`src/rtl/otter_io_timer_if.sv`:
```
// -----------------------------------------------------------------------------
// otter_io_timer_if
// OTTER IOBUS bundle between the MCU (master) and an I/O responder (slave).
//   IOBUS_ADDR [31:0] : byte address driven by the MCU
//   IOBUS_OUT  [31:0] : store data driven by the MCU
//   IOBUS_WR          : one-cycle write strobe per store
//   IOBUS_IN   [31:0] : registered read data returned by the responder
// -----------------------------------------------------------------------------
interface otter_io_timer_if;
  logic [31:0] IOBUS_ADDR;
  logic [31:0] IOBUS_OUT;
  logic        IOBUS_WR;
  logic [31:0] IOBUS_IN;

  modport master (
    output IOBUS_ADDR,
    output IOBUS_OUT,
    output IOBUS_WR,
    input  IOBUS_IN
  );

  modport slave (
    input  IOBUS_ADDR,
    input  IOBUS_OUT,
    input  IOBUS_WR,
    output IOBUS_IN
  );
endinterface

```
`src/rtl/otter_io_timer.sv`:
```
// -----------------------------------------------------------------------------
// otter_io_timer
// IOBUS slave holding the LED register, a synchronized copy of the board
// switches and a prescaled countdown timer whose pending flag drives INTR.
//
// Ports:
//   CLK           : single clock
//   RESET_N       : asynchronous active-low reset
//   bus (slave)   : IOBUS_ADDR / IOBUS_OUT / IOBUS_WR in, IOBUS_IN out (1-cycle)
//   SWITCHES[15:0]: asynchronous switch inputs (2-flop synchronized)
//   LEDS[15:0]    : LED register
//   INTR          : level interrupt = PEND & IE, from a flop
//
// Register window (BASE_ADDR, 32-byte aligned), offset = IOBUS_ADDR[4:2]:
//   0x00 LEDS RW | 0x04 SWITCHES RO | 0x08 TMR_CTRL RW {IE,AUTO,EN}
//   0x0C TMR_LOAD RW | 0x10 TMR_COUNT RO | 0x14 INTR_STAT W1C bit0
//   0x18/0x1C unmapped (read 0, writes dropped)
// -----------------------------------------------------------------------------
module otter_io_timer #(
  parameter logic [31:0] BASE_ADDR = 32'h1100_0000,
  parameter int unsigned PRESCALE  = 1
) (
  input  logic            CLK,
  input  logic            RESET_N,
  otter_io_timer_if.slave bus,
  input  logic [15:0]     SWITCHES,
  output logic [15:0]     LEDS,
  output logic            INTR
);

  // Word offsets inside the register window
  localparam logic [2:0] OFF_LEDS  = 3'd0;
  localparam logic [2:0] OFF_SW    = 3'd1;
  localparam logic [2:0] OFF_CTRL  = 3'd2;
  localparam logic [2:0] OFF_LOAD  = 3'd3;
  localparam logic [2:0] OFF_COUNT = 3'd4;
  localparam logic [2:0] OFF_STAT  = 3'd5;

  // TMR_CTRL bit positions
  localparam int CTRL_EN   = 0;
  localparam int CTRL_AUTO = 1;
  localparam int CTRL_IE   = 2;

  // Prescaler counts 0 .. PRESCALE-1; at least one bit wide
  localparam int              PW      = (PRESCALE > 1) ? $clog2(PRESCALE) : 1;
  localparam logic [PW-1:0]   PS_LAST = PW'(PRESCALE - 1);

  // ---------------------------------------------------------------------------
  // State
  // ---------------------------------------------------------------------------
  logic [15:0]   leds_q,    leds_d;
  logic [15:0]   sw_meta_q;
  logic [15:0]   sw_sync_q;
  logic [2:0]    ctrl_q,    ctrl_d;
  logic [31:0]   load_q,    load_d;
  logic [31:0]   count_q,   count_d;
  logic          pend_q,    pend_d;
  logic [PW-1:0] presc_q,   presc_d;
  logic [31:0]   rdata_q,   rdata_d;
  logic          intr_q,    intr_d;

  // ---------------------------------------------------------------------------
  // Decode
  // ---------------------------------------------------------------------------
  logic       hit_s;
  logic [2:0] off_s;
  logic       wr_s;
  logic       we_leds_s;
  logic       we_ctrl_s;
  logic       we_load_s;
  logic       we_stat_s;
  logic       tick_s;
  logic       expire_s;
  logic       unused_s;

  // Byte-lane bits are not used by a word-only register file
  assign unused_s = ^bus.IOBUS_ADDR[1:0];

  // Address hit, offset extraction and per-register write enables
  always_comb begin
    hit_s     = (bus.IOBUS_ADDR[31:5] == BASE_ADDR[31:5]);
    off_s     = bus.IOBUS_ADDR[4:2];
    wr_s      = hit_s & bus.IOBUS_WR;
    we_leds_s = wr_s & (off_s == OFF_LEDS);
    we_ctrl_s = wr_s & (off_s == OFF_CTRL);
    we_load_s = wr_s & (off_s == OFF_LOAD);
    we_stat_s = wr_s & (off_s == OFF_STAT);
  end

  // Tick and expiry qualifiers, both from current register state only
  always_comb begin
    tick_s   = ctrl_q[CTRL_EN] & (presc_q == PS_LAST);
    expire_s = tick_s & (count_q == 32'd0);
  end

  // ---------------------------------------------------------------------------
  // Next-state logic
  // ---------------------------------------------------------------------------

  // Prescaler: restart on LOAD write, idle at zero while disabled
  always_comb begin
    presc_d = presc_q;
    if (we_load_s) begin
      presc_d = '0;
    end else if (!ctrl_q[CTRL_EN]) begin
      presc_d = '0;
    end else if (tick_s) begin
      presc_d = '0;
    end else begin
      presc_d = presc_q + PW'(1);
    end
  end

  // Counter and reload value; a LOAD write beats any same-cycle tick action
  always_comb begin
    load_d  = load_q;
    count_d = count_q;
    if (we_load_s) begin
      load_d  = bus.IOBUS_OUT;
      count_d = bus.IOBUS_OUT;
    end else if (tick_s) begin
      if (count_q != 32'd0) begin
        count_d = count_q - 32'd1;
      end else if (ctrl_q[CTRL_AUTO]) begin
        count_d = load_q;
      end else begin
        count_d = 32'd0;
      end
    end else begin
      count_d = count_q;
    end
  end

  // Control: a bus write beats the one-shot self-disable on expiry
  always_comb begin
    ctrl_d = ctrl_q;
    if (we_ctrl_s) begin
      ctrl_d = bus.IOBUS_OUT[2:0];
    end else if (expire_s && !ctrl_q[CTRL_AUTO]) begin
      ctrl_d = ctrl_q & 3'b110;
    end else begin
      ctrl_d = ctrl_q;
    end
  end

  // Pending flag: expiry set takes priority over a write-1-to-clear
  always_comb begin
    pend_d = pend_q;
    if (expire_s) begin
      pend_d = 1'b1;
    end else if (we_stat_s && bus.IOBUS_OUT[0]) begin
      pend_d = 1'b0;
    end else begin
      pend_d = pend_q;
    end
  end

  // LED register and the registered interrupt level
  always_comb begin
    leds_d = leds_q;
    if (we_leds_s) begin
      leds_d = bus.IOBUS_OUT[15:0];
    end else begin
      leds_d = leds_q;
    end
    // Built from next-state so INTR rises on the same edge as PEND
    intr_d = pend_d & ctrl_d[CTRL_IE];
  end

  // Read mux on pre-write register values; misses and holes return zero
  always_comb begin
    rdata_d = 32'd0;
    if (hit_s) begin
      case (off_s)
        OFF_LEDS:  rdata_d = {16'd0, leds_q};
        OFF_SW:    rdata_d = {16'd0, sw_sync_q};
        OFF_CTRL:  rdata_d = {29'd0, ctrl_q};
        OFF_LOAD:  rdata_d = load_q;
        OFF_COUNT: rdata_d = count_q;
        OFF_STAT:  rdata_d = {31'd0, pend_q};
        default:   rdata_d = 32'd0;
      endcase
    end else begin
      rdata_d = 32'd0;
    end
  end

  // ---------------------------------------------------------------------------
  // Registers
  // ---------------------------------------------------------------------------

  // Two-flop synchronizer for the asynchronous switch inputs
  always_ff @(posedge CLK or negedge RESET_N) begin
    if (!RESET_N) begin
      sw_meta_q <= 16'd0;
      sw_sync_q <= 16'd0;
    end else begin
      sw_meta_q <= SWITCHES;
      sw_sync_q <= sw_meta_q;
    end
  end

  // Architectural registers, timer state and registered outputs
  always_ff @(posedge CLK or negedge RESET_N) begin
    if (!RESET_N) begin
      leds_q  <= 16'd0;
      ctrl_q  <= 3'd0;
      load_q  <= 32'd0;
      count_q <= 32'd0;
      pend_q  <= 1'b0;
      presc_q <= '0;
      rdata_q <= 32'd0;
      intr_q  <= 1'b0;
    end else begin
      leds_q  <= leds_d;
      ctrl_q  <= ctrl_d;
      load_q  <= load_d;
      count_q <= count_d;
      pend_q  <= pend_d;
      presc_q <= presc_d;
      rdata_q <= rdata_d;
      intr_q  <= intr_d;
    end
  end

  assign LEDS         = leds_q;
  assign INTR         = intr_q;
  assign bus.IOBUS_IN = rdata_q;

endmodule

```
`src/flat_wrapper.sv`:
```
// flat-port wrapper written by rule: the top's interface ports become plain ports
module otter_io_timer_flat 
#(
  parameter logic [31:0] BASE_ADDR = 32'h1100_0000,
  parameter int unsigned PRESCALE  = 1
)
  (CLK, RESET_N, SWITCHES, LEDS, INTR, bus_IOBUS_ADDR, bus_IOBUS_OUT, bus_IOBUS_WR, bus_IOBUS_IN);
  otter_io_timer_if bus_i ();
  input  logic CLK;
  input  logic RESET_N;
  input  logic [15:0] SWITCHES;
  output logic [15:0] LEDS;
  output logic INTR;
  input wire logic [$bits(bus_i.IOBUS_ADDR)-1:0] bus_IOBUS_ADDR;
  input wire logic [$bits(bus_i.IOBUS_OUT)-1:0] bus_IOBUS_OUT;
  input wire logic [$bits(bus_i.IOBUS_WR)-1:0] bus_IOBUS_WR;
  output wire logic [$bits(bus_i.IOBUS_IN)-1:0] bus_IOBUS_IN;
  assign bus_i.IOBUS_ADDR = bus_IOBUS_ADDR;
  assign bus_i.IOBUS_OUT = bus_IOBUS_OUT;
  assign bus_i.IOBUS_WR = bus_IOBUS_WR;
  assign bus_IOBUS_IN = bus_i.IOBUS_IN;
  otter_io_timer #(.BASE_ADDR(BASE_ADDR), .PRESCALE(PRESCALE)) u_core (.CLK(CLK), .RESET_N(RESET_N), .bus(bus_i), .SWITCHES(SWITCHES), .LEDS(LEDS), .INTR(INTR));
endmodule
```
`config.mk`:
```
export PLATFORM = sky130hd
export DESIGN_NAME = otter_io_timer_flat
export DESIGN_NICKNAME = d
export VERILOG_FILES = /design/src/rtl/otter_io_timer_if.sv /design/src/rtl/otter_io_timer.sv /design/src/flat_wrapper.sv
export SDC_FILE = /design/constraint.sdc
export NUM_CORES = 1
export LEC_CHECK = 0
export BUFFER_PORTS_ARGS = -buffer_cell sky130_fd_sc_hd__buf_2
export CORE_MARGIN = 4
export CORE_UTILIZATION = 60
export DETAILED_ROUTE_END_ITERATION = 8
export PLACE_DENSITY = 0.94
export SYNTH_ARGS = -nofsm -noshare
export SYNTH_HDL_FRONTEND = slang
export SYNTH_SLANG_ARGS = --single-unit
```
`constraint.sdc`:
```
create_clock -name CLK -period 5.1 [get_ports CLK]
set_clock_uncertainty 0.15 [all_clocks]
set_input_delay 1.53 -clock CLK [delete_from_list [all_inputs] [get_ports CLK]]
set_output_delay 1.53 -clock CLK [all_outputs]
set_load 0.005 [all_outputs]
```
Word-level counts from Yosys, hierarchy flattened
Index checks and enable logic that the tools add are counted.
{"block": "op_classes", "addsub": 2, "eq_ne": 6, "mux": 13, "bitwise_logic": 9, "reduce_logical": 8}
{"cell": "$pmux 32 s6", "count": 1}
{"cell": "$mux 32", "count": 5}
{"cell": "$logic_not 32->1", "count": 1}
{"cell": "$reduce_bool 32->1", "count": 1}
{"cell": "$sub 32x1->32 const B", "count": 1}
{"cell": "$eq 27x24->1 const B", "count": 1}
{"cell": "$and 1x1->1", "count": 8}
{"cell": "$eq 3x2->1 const B", "count": 2}
{"cell": "$eq 3x3->1 const B", "count": 2}
{"cell": "$mux 1", "count": 6}
{"cell": "$reduce_bool 2->1", "count": 2}
{"cell": "$eq 3x1->1 const B", "count": 1}
{"cell": "$logic_not 3->1", "count": 1}
{"cell": "$mux 3", "count": 1}
{"cell": "$logic_and 1x1->1", "count": 2}
{"cell": "$add 1x1->1 const B", "count": 1}
{"cell": "$logic_not 1->1", "count": 1}
{"cell": "$not 1->1", "count": 1}
{"block": "word_totals", "reg_bits": 150, "inputBits": 83, "out_inout_bits": 49, "word_cells": 50}

Depth between registers and ports, before layout
{"block": "logic_depth", "word_depth": 7, "depth_mapped": 11}

Worst setup path after synthesis
No wires, ideal clock.
{"block": "synth_path", "path_kind": "input-to-reg", "start": "input bus_IOBUS_ADDR[19]", "end": "register u_core.count_q[22]", "t_arrival_ns": 3.185, "t_required_ns": 4.829, "path_slack_ns": 1.644, "path_stages": 7, "path_buffers": 0, "path_cell_list": "nor4b_2 nand4_2 nor4_4 mux2i_1 o21ai_1 o21a_1 o22a_1"}
{"block": "synth_via", "elab_chain_cells": 4, "word_cells_on_any_way": 5, "cone_classes": "eq/ne: 1; mux: 1; bitwise: 2; reduce/logical: 1"}
{"item": "from (decl)", "line": "flat_wrapper.sv:14", "source": "input wire logic [$bits(bus_i.IOBUS_ADDR)-1:0] bus_IOBUS_ADDR;"}
{"item": "$eq 27x24->1 (*)", "line": "otter_io_timer.sv:81", "source": "hit_s = (bus.IOBUS_ADDR[31:5] == BASE_ADDR[31:5]);"}
{"item": "$and 1x1->1 (*)", "line": "otter_io_timer.sv:83", "source": "wr_s = hit_s & bus.IOBUS_WR;"}
{"item": "$and 1x1->1 (*)", "line": "otter_io_timer.sv:86", "source": "we_load_s = wr_s & (off_s == OFF_LOAD);"}
{"item": "$mux 32 / $reduce_bool 2->1 (equally long branches)"}
{"item": "to (signal assigned)", "line": "otter_io_timer.sv:218", "source": "count_q <= count_d;"}
{"item": "to (decl)", "line": "otter_io_timer.sv:56", "source": "logic [31:0] count_q, count_d;"}
Mark *: on every way between the ends. The rest lies on a longest branch, timed or not.
A chain may end at the register's enable or synchronous reset.

Worst setup path in the final report
{"block": "layout_path", "start": "input bus_IOBUS_ADDR[31]", "end": "register u_core.count_q[11]"}
The elaborated chain is that of the path after synthesis.

==> results.md <==
- The starting density of the core is 62.6%.
- Measured against its own limit, the worst slew margin works out to 19.8%.
- The share of synthesized area occupied by flip-flops and latches is 54.4%.
- The slew of the pin with the lowest slew margin is 1.20 ns.
- The overall routed net length is 18,800 um.
- The via count normalized by instance count is 6.33.
- The run finished with clean final reports.
- The first TritonRoute pass finished after 6 iterations.
- A synthesized cell averages 9.87 um^2.
- The path class of the tightest hold or removal check is flop to flop.
- Counting both buffers and inverters, the worst setup path holds a total of 1.
- The post-detailed-placement half-perimeter wirelength is 12,300 um.
- The endpoint identified for the worst register-to-register timing path is u_core.count_q[5].
- The site row count is 38.
- After detailed routing, the average wire length per cell comes to 19.4 um.
- Power spread over the standard cell area amounts to 347 nW/um^2.
- TritonCTS built the clock tree.
- The type of element capturing the critical path is a flop.
- The tightest hold path in the finished design has a slack of 0.197 ns.
- The initial antenna violation count was 0.
- The met1 layer wirelength in the final routing is 7050 um.
- The first-pass GRT wire length is 30,500 um.
- The count of mapped cells out of synthesis is 699.
- Among all flip-flop cells after synthesis, the most frequent one is sky130_fd_sc_hd__dfrtp_1.
- Of the available clock period, the critical path in the final layout requires 75.0%.
- The clock latency at the later pin of the worst-skew pair is 0.42 ns.
- Static timing analysis puts the maximum clock frequency at 262 MHz.
- The H-tree was split into 4 levels.
- The number of antenna-violating nets in the routed design is 0.
- The layout-stage area growth over the synthesis result is 19.1%.
- The die area is 13,300 um^2.
- The final setup TNS is 0 ns.
- The routed wire length on met3 is 1880 um.
- From left edge to right edge, the die measures 115 um.
- Total power for the finished layout comes to 0.00285 W.
- In this run, distinct cell masters in the synthesized netlist total 64.
- Along the worst path, the maximum fanout reaches 24.
- The fraction of synthesized cell area taken by the top area cell type is 54.4%.
- Summed over all instances, the cell type with the most area after synthesis is sky130_fd_sc_hd__dfrtp_1.
- Setup repair after global routing left no endpoint under its margin.
- In this run the post-CTS setup repair buffer count came out at 0.
- The worst-case register-to-register setup slack is 2.09 ns.
- Input and output buffers added on the ports amount to 129.
- In the post-synthesis netlist, the biggest area contributors are sky130_fd_sc_hd__dfrtp_1, sky130_fd_sc_hd__nand2_1, sky130_fd_sc_hd__a22oi_1, sky130_fd_sc_hd__nor2_1, sky130_fd_sc_hd__a21oi_1.
- Counting every net in the synthesized netlist gives 784.
- Once layout is complete, the utilization of the core stands at 74.5%.
- The via count of the routed design is 6,150.
- The layout net count is 903.
- The analysis attributes to cell leakage a power of 3.89 nW.
- After detailed routing, the number of remaining DRC violations is 0.
- Of the cells placed in the final design, the portion with a size suffix greater than 1 is 26.2%.
- The most critical setup path has its startpoint at bus_IOBUS_ADDR[31].
- The routed design uses 9300 um of met2 wire.
- The category of cells accounting for the largest share of critical-path delay is simple AND/OR/NAND/NOR gates.
- Traced cell by cell, the critical path runs through buf_2 -> nor4_1 -> nand2_1 -> or3_1 -> nand2_1 -> nor2_1 -> a222oi_1 -> nand2_1.
- The synthesized design contains 150 register bits.
- The count of flip-flops with a built-in enable after synthesis is 0.
- The peak supply drop is 0.389 mV.
- Routed signal wires occupy layers up through met4.
- The worst setup path is of the input port to flop kind.
- The total grt overflow is 0.
- The number of hold-repair buffers added at the cts stage is 0.
- The die height is 115 um.
- The CTS sink count is 150.
- The number of buffers between clock root and the deepest sink is 2.
- After clock tree synthesis, the clock-pin slew on the worst setup and hold paths is 0.06 ns.
- The number of max-capacitance violations reported is 0.
- The critical path ends at u_core.count_q[11].
- The number of diodes is 0.
- For this design, the slowest cell found on the critical path is sky130_fd_sc_hd__or3_1.
- Global routing consumed, over all layers together, 29.3% of the routing resources.
- Entering global routing, the biggest net connects 101 pins.
- The arrival time at the worst endpoint is 3.97 ns.
- The root buffer cell is sky130_fd_sc_hd__clkbuf_16.
- In this run the cell area of the synthesized design comes to 6900 um^2.
- For this block, the initial DRC count from the detailed router was 826.
- The most common cell type on the critical path is sky130_fd_sc_hd__nand2_1.
- The congestion estimate from routability-driven global placement came to 0.917.
- The maximum single-stage delay on the critical path is 0.82 ns.
- STA puts the critical path data required time at 5.25 ns.
- The number of primary I/O pins is 132.
- The via count of the first global-routing pass is 6,225.
- The startpoint of the lowest-slack register-to-register path is u_core.count_q[27].
- Setup violations remaining at the end of the flow were counted as 0.
- The worst-case reg-to-reg path depth is 7.
- In the synthesized netlist the async set-or-reset flop fraction comes to 100%.
- The count of final max-slew check failures is 0.
- The number of CTS-inserted buffers is 17.
- The worst setup path is launched from an input port.
- The Yosys step of the flow raised 0 warnings.
- The routed design could run at a clock period as short as 3.82 ns.
- The final hold violation count is 0.
- In this run the number of cells on the critical path is 8.
- The total area inside the core boundary comes to 11,000 um^2.
- Once the clock tree was built, the resizer swapped 0 gates to a different size.
==> routing by layer <==
metal	global-route usage, %	vias to the layer above
met4	13.1	0
li1	-	2733
met3	6.68	66
met5	0	-
met1	36.4	2947
met2	49.1	404
==> per-stage QoR <==
step	instances	worst slack, ns	cell area, um^2
2_1_floorplan	699	1.64	6900
3_5_place_dp	939	0.998	7630
3_3_place_gp	939	1.11	7630
6_report	971	1.28	8220
4_1_cts	971	1.40	8220
5_1_grt	971	1.16	8220
==> power breakdown <==
group / switching, W / internal [W] / leakage [nW] / total (W)
clock: 0.000506 / 0.000739 / 0.281 / 0.00125
combinational: 0.000170 / 0.000117 / 1.65 / 0.000287
sequential: 0.0000789 / 0.00124 / 1.96 / 0.00132
total: 0.000756 / 0.00210 / 3.89 / 0.00285
==> placed cells by master, fill, tap and decap left out, drive strengths merged, types with 10 or more instances in the layout <==
cell type	synthesis	final
dfrtp	150	150
buf	16	142
a22oi	43	43
inv	7	12
clkbuf	26	19
nand2	135	135
mux2	19	19
nor3	21	21
o21ai	39	39
nor2	62	62
mux2i	10	10
a21oi	47	47
nand3	17	17
nor4	13	13
==> synth_stat cells, types with 4 or more instances <==
cell type                    n
sky130_fd_sc_hd__mux2i_1    10
sky130_fd_sc_hd__nor2_1     62
sky130_fd_sc_hd__a211oi_1    5
sky130_fd_sc_hd__nor4_1      5
sky130_fd_sc_hd__nand2_1   134
sky130_fd_sc_hd__mux2_2     19
sky130_fd_sc_hd__o21ai_0    16
sky130_fd_sc_hd__and3_1      6
sky130_fd_sc_hd__clkbuf_1   26
sky130_fd_sc_hd__a22oi_1    43
sky130_fd_sc_hd__o31ai_1     4
sky130_fd_sc_hd__a21oi_1    46
sky130_fd_sc_hd__o211ai_1    5
sky130_fd_sc_hd__nand3_1    16
sky130_fd_sc_hd__buf_2       9
sky130_fd_sc_hd__nor3_1     18
sky130_fd_sc_hd__xnor2_1     4
sky130_fd_sc_hd__or3_1       5
sky130_fd_sc_hd__nand4_1     8
sky130_fd_sc_hd__dfrtp_1   150
sky130_fd_sc_hd__inv_1       7
sky130_fd_sc_hd__o21a_1      4
sky130_fd_sc_hd__o21ai_1    22
sky130_fd_sc_hd__nor4_2      5
sky130_fd_sc_hd__a31oi_1     8
==> logic make-up after synthesis <==
kind of cell,count (synthesis),synth area share [%]
AO/OA/AOI/OAI,169,15.4
XOR/XNOR,5,0.635
adder cells (fa/ha/maj),2,0.363
buffers and inverters,49,3.32
flip-flops,150,54.4
multiplexers,29,4.55
other,1,0.0543
AND/OR/NAND/NOR,294,21.2
==> final cells by class <==
cell class / count / area (um^2)
Timing Repair Buffer: 142 / 749
Clock inverter: 13 / 145
Clock buffer: 19 / 443
Sequential cell: 150 / 3750
Inverter: 7 / 26.3
Tap cell: 140 / 175
Multi-Input combinational cell: 500 / 2920
Fill cell: 717 / 2820
==> sequential cells by signal, summed over array words and instances (netlist names), 3 cells and up <==
signal / cells
u_core.LEDS: 16
u_core.sw_sync_q: 16
u_core.load_q: 32
u_core.sw_meta_q: 16
u_core.ctrl_q: 3
u_core.bus.IOBUS_IN: 32
u_core.count_q: 32
==> worst min path at each step <==
| stage | start | to | slack, ns | cells past startpoint |
|---|---|---|---|---|
| global placement | u_core.sw_meta_q[4] | u_core.sw_sync_q[4] | 0.18 | 0 |
| floorplan | u_core.sw_meta_q[0] | u_core.sw_sync_q[0] | 0.18 | 0 |
| global route | u_core.sw_meta_q[0] | u_core.sw_sync_q[0] | 0.20 | 0 |
| detailed placement | u_core.sw_meta_q[3] | u_core.sw_sync_q[3] | 0.18 | 0 |
| finish | u_core.sw_meta_q[1] | u_core.sw_sync_q[1] | 0.20 | 0 |
| CTS | u_core.sw_meta_q[3] | u_core.sw_sync_q[3] | 0.20 | 0 |
Note: power is estimated with default switching activity, not from simulation.
